==> src/rtl/rforest_pkg.sv <==
// Shared constants and types for the RForest stream loader.
package rforest_pkg;

    localparam int RF_N_FEAT  = 52;
    localparam int RF_FEAT_W  = 10;
    localparam int RF_CLASS_W = 5;
    localparam int RF_IDX_W   = $clog2(RF_N_FEAT);

    // Loader sequencing: collect features, let the classifier settle, hand off result.
    typedef enum logic [1:0] {
        ST_LOAD   = 2'd0,
        ST_SETTLE = 2'd1,
        ST_OUT    = 2'd2
    } state_t;

endpackage

==> src/rtl/rforest_feat_regfile.sv <==
// Indexed-write feature register array exposed as one flat vector for the classifier.
module rforest_feat_regfile
    import rforest_pkg::*;
#(
    parameter int N_FEAT = RF_N_FEAT,
    parameter int FEAT_W = RF_FEAT_W,
    parameter int IDX_W  = RF_IDX_W
) (
    input  logic                     clk,
    input  logic                     rst_n,
    input  logic                     we,
    input  logic [IDX_W-1:0]         idx,
    input  logic [FEAT_W-1:0]        wdata,
    output logic [N_FEAT*FEAT_W-1:0] feat_bus
);

    genvar gi;
    generate
        for (gi = 0; gi < N_FEAT; gi++) begin : g_slot
            logic [FEAT_W-1:0] slot_q;

            // Each slot only loads when its own index is addressed; otherwise it holds.
            always_ff @(posedge clk or negedge rst_n) begin
                if (!rst_n) begin
                    slot_q <= '0;
                end else if (we && (idx == IDX_W'(gi))) begin
                    slot_q <= wdata;
                end
            end

            assign feat_bus[gi*FEAT_W +: FEAT_W] = slot_q;
        end
    endgenerate

endmodule

==> src/rtl/rforest_feature_loader.sv <==
// Stream front end: assembles features, waits for the classifier to settle,
// and returns the captured class over a valid/ready port.
module rforest_feature_loader
    import rforest_pkg::*;
#(
    parameter int N_FEAT  = RF_N_FEAT,
    parameter int FEAT_W  = RF_FEAT_W,
    parameter int CLASS_W = RF_CLASS_W,
    parameter int SETTLE  = 1,
    parameter int CNT_W   = 16
) (
    input  logic                     clk,
    input  logic                     rst_n,
    input  logic                     s_valid,
    output logic                     s_ready,
    input  logic [FEAT_W-1:0]        s_data,
    input  logic                     s_last,
    output logic [N_FEAT*FEAT_W-1:0] feat_bus,
    input  logic [CLASS_W-1:0]       class_in,
    output logic                     m_valid,
    input  logic                     m_ready,
    output logic [CLASS_W-1:0]       m_class,
    output logic                     err_len,
    output logic [CNT_W-1:0]         sample_cnt
);

    localparam int IW = (N_FEAT > 1) ? $clog2(N_FEAT) : 1;
    localparam int SW = (SETTLE > 1) ? $clog2(SETTLE) : 1;

    state_t             state_q, state_d;
    logic [IW-1:0]      idx_q, idx_d;
    logic [SW-1:0]      settle_q, settle_d;
    logic               m_valid_q, m_valid_d;
    logic [CLASS_W-1:0] m_class_q, m_class_d;
    logic               err_q, err_d;
    logic [CNT_W-1:0]   cnt_q, cnt_d;
    logic               feat_we;
    logic               accept;
    logic               last_slot;

    assign s_ready    = (state_q == ST_LOAD);
    assign accept     = s_valid && s_ready;
    assign last_slot  = (idx_q == IW'(N_FEAT - 1));
    assign m_valid    = m_valid_q;
    assign m_class    = m_class_q;
    assign err_len    = err_q;
    assign sample_cnt = cnt_q;

    rforest_feat_regfile #(
        .N_FEAT (N_FEAT),
        .FEAT_W (FEAT_W),
        .IDX_W  (IW)
    ) u_regfile (
        .clk      (clk),
        .rst_n    (rst_n),
        .we       (feat_we),
        .idx      (idx_q),
        .wdata    (s_data),
        .feat_bus (feat_bus)
    );

    // State, index, settle counter and result registers.
    always_ff @(posedge clk or negedge rst_n) begin
        if (!rst_n) begin
            state_q   <= ST_LOAD;
            idx_q     <= '0;
            settle_q  <= '0;
            m_valid_q <= 1'b0;
            m_class_q <= '0;
            err_q     <= 1'b0;
            cnt_q     <= '0;
        end else begin
            state_q   <= state_d;
            idx_q     <= idx_d;
            settle_q  <= settle_d;
            m_valid_q <= m_valid_d;
            m_class_q <= m_class_d;
            err_q     <= err_d;
            cnt_q     <= cnt_d;
        end
    end

    // Next-state logic; err_d defaults low so a length error is a single-cycle pulse.
    always_comb begin
        state_d   = state_q;
        idx_d     = idx_q;
        settle_d  = settle_q;
        m_valid_d = m_valid_q;
        m_class_d = m_class_q;
        err_d     = 1'b0;
        cnt_d     = cnt_q;
        feat_we   = 1'b0;

        case (state_q)
            ST_LOAD: begin
                if (accept) begin
                    if (last_slot) begin
                        // Final slot completes the sample even without s_last.
                        feat_we  = 1'b1;
                        idx_d    = '0;
                        settle_d = '0;
                        state_d  = ST_SETTLE;
                        err_d    = !s_last;
                    end else if (s_last) begin
                        // Short sample: drop the beat and restart at slot 0.
                        idx_d = '0;
                        err_d = 1'b1;
                    end else begin
                        feat_we = 1'b1;
                        idx_d   = idx_q + IW'(1);
                    end
                end
            end
            ST_SETTLE: begin
                if (settle_q == SW'(SETTLE - 1)) begin
                    m_class_d = class_in;
                    m_valid_d = 1'b1;
                    state_d   = ST_OUT;
                end else begin
                    settle_d = settle_q + SW'(1);
                end
            end
            ST_OUT: begin
                if (m_ready) begin
                    m_valid_d = 1'b0;
                    cnt_d     = cnt_q + CNT_W'(1);
                    state_d   = ST_LOAD;
                end
            end
            default: begin
                state_d = ST_LOAD;
            end
        endcase
    end

endmodule

==> config.mk <==
export PLATFORM = sky130hd
export DESIGN_NAME = rforest_feature_loader
export DESIGN_NICKNAME = d
export VERILOG_FILES = /design/src/rtl/rforest_pkg.sv /design/src/rtl/rforest_feat_regfile.sv /design/src/rtl/rforest_feature_loader.sv
export SDC_FILE = /design/constraint.sdc
export NUM_CORES = 1
export LEC_CHECK = 0
export ABC_CLOCK_PERIOD_IN_PS = 6460
export BUFFER_PORTS_ARGS = -buffer_cell sky130_fd_sc_hd__buf_2
export CAP_MARGIN = 20
export CORE_AREA = 4 4 220 222
export CTS_BUF_LIST = sky130_fd_sc_hd__clkbuf_8
export DETAILED_ROUTE_END_ITERATION = 8
export DIE_AREA = 0 0 224 226
export PLACE_DENSITY = 0.71
export SLEW_MARGIN = 20
export SYNTH_ARGS = -nofsm -noshare
export SYNTH_HDL_FRONTEND = slang
export SYNTH_SLANG_ARGS = --single-unit
==> constraint.sdc <==
create_clock -name clk -period 6.46 [get_ports clk]
set_input_delay 0 -clock clk [delete_from_list [all_inputs] [get_ports clk]]
set_output_delay 0 -clock clk [all_outputs]
set_load 0.005 [all_outputs]
### Yosys cells after proc, flatten, opt, wreduce, memory -nomap -nowiden

Cells that the tools add are included.

| word-level totals | value |
|---|---|
| input bits | 20 |
| register bits | 552 |

| cells by class | value |
|---|---|
| $add $sub $neg | 3 |
| equality and inequality tests | 57 |
| bitwise gates (word level) | 1 |
| reductions and logical operators | 64 |
| muxes and demuxes | 22 |

Operators by type and width:

| cell | number |
|---|---|
| 6-bit == test, second input constant | 20 |
| 6-bit by 5-bit == test with 1-bit output, second input constant | 16 |
| 1-bit logical AND | 53 |
| 6-bit by 4-bit == test with 1-bit output, second input constant | 8 |
| 6-bit by 3-bit == test with 1-bit output, second input constant | 4 |
| 16-bit by 1-bit adder with 16-bit output, second input constant | 1 |
| 1-bit two-way mux | 13 |
| 6-bit by 2-bit == test with 1-bit output, second input constant | 2 |
| 6-bit two-way mux | 2 |
| 2-bit two-way mux | 4 |
| 6-bit by 1-bit adder with 6-bit output, second input constant | 1 |
| 6-bit by 1-bit == test with 1-bit output, second input constant | 1 |
| 6-bit zero test | 1 |
| 2-bit one-hot mux with 3 select lines | 1 |
| 2-bit AND reduction | 3 |
| 3-bit AND reduction | 2 |
| 2-bit by 1-bit != test with 1-bit output, second input constant | 2 |
| 2-bit != test, second input constant | 2 |
| 1-bit one-hot mux with 2 select lines | 2 |
| 4-bit AND reduction | 1 |
| 2-bit nonzero test | 2 |
| 2-bit by 1-bit == test with 1-bit output, second input constant | 1 |
| 2-bit == test, second input constant | 1 |
| 2-bit zero test | 1 |
| other kinds (3) | 3 |

### Depth between registers and ports, before layout

| logic depth | value |
|---|---|
| depth in word-level cells | 5 |
| mapped depth | 9 |
| depth with buffers taken out | 8 |

### By module

Synthesis repeated with hierarchy kept, for this count alone.

| second synthesis, totals | value |
|---|---|
| cells, all modules | 1,300 |
| area total of the unflattened synthesis | 21,105.2 sq um |

By module, submodules not included:

| module | area an instance (sq um) | cells an instance | instances |
|---|---|---|---|
| rforest_feat_regfile | 19,720.2 | 1,175 | 1 |
| rforest_feature_loader | 1,385.1 | 125 | 1 |

### Worst setup path after synthesis

OpenSTA, ideal clock, no wires.

| path | value |
|---|---|
| path kind | reg-to-reg |
| start point | reg idx_q[0] |
| end point | reg u_regfile.g_slot[36].slot_q[0] |
| setup slack | 3,357 ps |
| required time | 6,335 ps |
| buffers on the path | 1 |
| cell stages (with the launch flop) | 10 |
| arrival time | 2,979 ps |
| path through | dfrtp_1 -> ha_1 -> nor3b_1 -> nand3_1 -> ha_1 -> nor4b_1 -> nand3_1 -> buf_2 -> nor2_2 -> mux2_2 |

| on the way | value |
|---|---|
| word-level cells in the longest chain between the ends | 5 |
| elaborated cells between the ends (all ways) | 6 |

RTL lines:

| element | RTL line | RTL |
|---|---|---|
| start, declared | rforest_feature_loader.sv:31 | `logic [IW-1:0] idx_q, idx_d;` |
| start signal, assigned | rforest_feature_loader.sv:74 | `idx_q <= idx_d;` |
| 6-bit == test | rforest_feature_loader.sv:43 | `assign last_slot = (idx_q == IW'(N_FEAT - 1));` |
| 1-bit two-way mux | rforest_feature_loader.sv:97 | `if (last_slot) begin` |
| 1-bit two-way mux | rforest_feature_loader.sv:96 | `if (accept) begin` |
| 1-bit two-way mux | rforest_feature_loader.sv:94 | `case (state_q)` |
| 1-bit logical AND (*) | rforest_feat_regfile.sv:26 | `end else if (we && (idx == IDX_W'(gi))) begin` |
| end signal, assigned | rforest_feat_regfile.sv:27 | `slot_q <= wdata;` |
| end, declared | rforest_feat_regfile.sv:20 | `logic [FEAT_W-1:0] slot_q;` |

Mark *: on every way between the ends. The rest lies on a longest branch, timed or not.
A chain may end at the register's enable or synchronous reset.

### Worst setup path after layout

| path | value |
|---|---|
| start point | reg idx_q[0] |
| end point | reg u_regfile.g_slot[20].slot_q[9] |

| on the way | value |
|---|---|
| word-level cells in the longest chain between the ends | 5 |
| elaborated cells between the ends (all ways) | 6 |

RTL lines:

| element | RTL line |
|---|---|
| 6-bit == test | rforest_feature_loader.sv:43 |
| 1-bit two-way mux | rforest_feature_loader.sv:97 |
| 1-bit two-way mux | rforest_feature_loader.sv:96 |
| 1-bit two-way mux | rforest_feature_loader.sv:94 |
| 1-bit logical AND (*) | rforest_feat_regfile.sv:26 |
| end signal, assigned | rforest_feat_regfile.sv:27 |
| end, declared | rforest_feat_regfile.sv:20 |

Marked as above.

==> impl_metrics.tcl <==
set metrics [dict create \
    status "finished, final reports clean" \
    cp_slowest_cell "nand3b_1" \
    hold_buffers 11 \
    synth-edff-count 0 \
    place_area_um2 24600 \
    setup_viol 0 \
    cts_setup_buffers 0 \
    fmax_mhz 230 \
    fin_crit_sh 0.674 \
    coreArea_um2 46400 \
    syn-instance-count 1307 \
    start_util 0.457 \
    ys_types 40 \
    drc 0 \
    die_width_um 224 \
    powerDensity_nw_per_um2 286 \
    yosysSeqAreaShare 0.651 \
    dp_hpwl_um 42300 \
    cts_buffers 89 \
    cts_tree "built" \
    p_clk_frac 0.388 \
    final_area_um2 26500 \
    numPortBuffers 563 \
    switching_power_mw 1.93 \
    rsz0062_at_grt "false" \
    async_flop_share 1.00 \
    nets 1948 \
    ys.flop_type "dfrtp_1" \
    grt_max_degree 191 \
    crit_top_cell "ha_1" \
    report.final.slew_viol_count 0 \
    fillerInstances 3758 \
    gp_congestion 0.814 \
    setup_tns_ns 0 \
    die_y_um 226 \
    worst_pin_slew_ns 1.04 \
    overflow 0 \
    clock_latency_ns 0.67 \
    critPathKind "register to register" \
    clock-sinks 551 \
    ant_nets 0 \
    relSlewSlack 0.304 \
    antenna_found_initial 3 \
    clock_skew_ns 0.0300 \
    ys_ff_latch 551 \
    drt-total-wl_um 63800 \
    final_common_cell "buf_2" \
    ctsResizeCount 0 \
    critPathMaxFanout 11 \
    firstDrtPassIters 5 \
    p_int_mw 5.66 \
    num_rows 79 \
    wire_per_inst_um 24.6 \
    combPwrFrac 0.106 \
    hold_class "primary input to register" \
    hold_viol_final 0 \
    io_pins 564 \
    grt_pass1_wl_um 93800 \
    p_seq_frac 0.505 \
    drt-initial-drc-count 663 \
    syn_area_per_cell_um2 16.2 \
    drt-vias-per-instance 5.25 \
    cp_data_required_time_ns 6.99 \
    maxCapViolCount 0 \
    path_cells "ha_1 > nor3b_1 > nand3_1 > ha_1 > nor4b_1 > nand3b_1 > nor2_2 > mux2_2" \
    syn_area_um2 21200 \
    worst_path_largest_cell_delay_ns 0.81 \
    ctsRootBufferMaster "clkbuf_8" \
    first_global_vias 14300 \
    rrSetupSlack_ns 2.11 \
    final_cell_mix "562 x buf_2, 551 x dfrtp_1, 515 x mux2_2" \
    ir_worst_vdd_mv 0.252 \
    area_growth_pct 25.3 \
    fin_crit_ns 4.35 \
    total_leakage_power_nw 14.7 \
    die-area_um2 50600 \
    grt_usage 0.247 \
    critPathLaunchType "register" \
    clock_path_buffers 3 \
    path_clk_slew_ns 0.06 \
    htreeDepth 3 \
    yosys_warnings 0 \
    end_kind "register" \
    drive_gt1_frac 0.634 \
    swShare 0.254 \
    syn_nets 1333 \
    crit_arrival_ns 4.88 \
    vias 13600 \
]
-- power groups by stage --
stage	registers (mW)	clock network, mW	logic (mW)
after floorplan	3.91	0	0.304
after global placement	3.88	0	0.795
after detailed placement	3.89	0	0.810
after CTS	3.83	3.03	0.820
after global routing	3.86	3.18	0.880
final	3.83	2.95	0.807
-- worst max-delay path: cells and delay by family, from the launching register on --
family | cells | cell delay [ns]
adder cells (fa/ha/maj) | 2 | 0.60
flip-flops | 1 | 0.42
multiplexers | 1 | 0.41
AND/OR/NAND/NOR | 5 | 2.78
-- synth_stat cells (6+ instances only) --
| cell type | n | area share |
|---|---|---|
| dfrtp_1 | 551 | 0.65 |
| mux2_2 | 515 | 0.27 |
| clkbuf_1 | 60 | 0.011 |
| nor2_2 | 23 | 0.0068 |
| nand2_1 | 22 | 0.0039 |
| nand3_1 | 20 | 0.0047 |
| xnor2_1 | 13 | 0.0054 |
| mux2_1 | 12 | 0.0064 |
| nor2_8 | 10 | 0.0095 |
| nor2_1 | 7 | 0.0012 |
| ha_1 | 6 | 0.0035 |
| nor2_4 | 6 | 0.0032 |
-- layer usage --
layer,vias up,track usage,share of wire
met4,0,0.0849,0.025
li1,5858,-,-
met5,-,0,0
met3,89,0.0724,0.075
met1,7180,0.314,0.41
met2,491,0.407,0.49
-- per-stage QoR --
step / cells / total power [mW] / worst slack, ns / utilization / hold slack, ns
finish: 2595 / 7.59 / 2.11 / 0.572 / 0.114
global placement: 2426 / 4.67 / 2.28 / 0.531 / 0.120
global route: 2595 / 7.92 / 1.72 / 0.572 / 0.0780
detailed placement: 2426 / 4.70 / 2.10 / 0.531 / 0.130
CTS: 2593 / 7.68 / 2.05 / 0.572 / 0.0460
floorplan: 1307 / 4.21 / 3.36 / - / -0.296
-- cell type report --
cell class              instances  area, um^2  area share
repair buffers                592        3140       0.118
inverters                       5        18.8    0.000707
flip-flops and latches        551       13800       0.520
clock buffers                 104        1430      0.0539
well taps                     607         759      0.0286
diodes                          1        2.50   0.0000943
multi-input cells             683        7090       0.267
clock inverters                52         309      0.0116
-- state kept, by name, summed over array words and instances, names as in the netlist --
name	flops
state_q	2
m_class	5
m_valid	1
sample_cnt	16
err_len	1
idx_q	6
u_regfile.g_slot.slot_q	520
-- final timing paths --
kind	startpoint	to	depth (start not counted)
setup / recovery	idx_q[0]	u_regfile.g_slot[20].slot_q[9]	8
hold / removal	class_in[1]	m_class[1]	3
setup reg to reg	idx_q[0]	u_regfile.g_slot[20].slot_q[9]	8
hold reg to reg	sample_cnt[15]	sample_cnt[15]	1
max in group asynchronous	rst_n	u_regfile.g_slot[11].slot_q[7]	5
min in group asynchronous	rst_n	u_regfile.g_slot[42].slot_q[3]	3
-- cell families (layout without fill, tap and decap cells) --
family | after synthesis | in the layout | share of synthesized area
adders and majority gates | 6 | 6 | 0.00355
other | 0 | 1 | 0
DFF | 551 | 551 | 0.651
muxes | 527 | 527 | 0.280
xor gates and xnor gates | 15 | 15 | 0.00620
AOI/OAI and AO/OA | 12 | 12 | 0.00313
and+or+nand+nor | 123 | 123 | 0.0415
buffers and inverters | 73 | 753 | 0.0141
(Power assumes the default switching activity.)
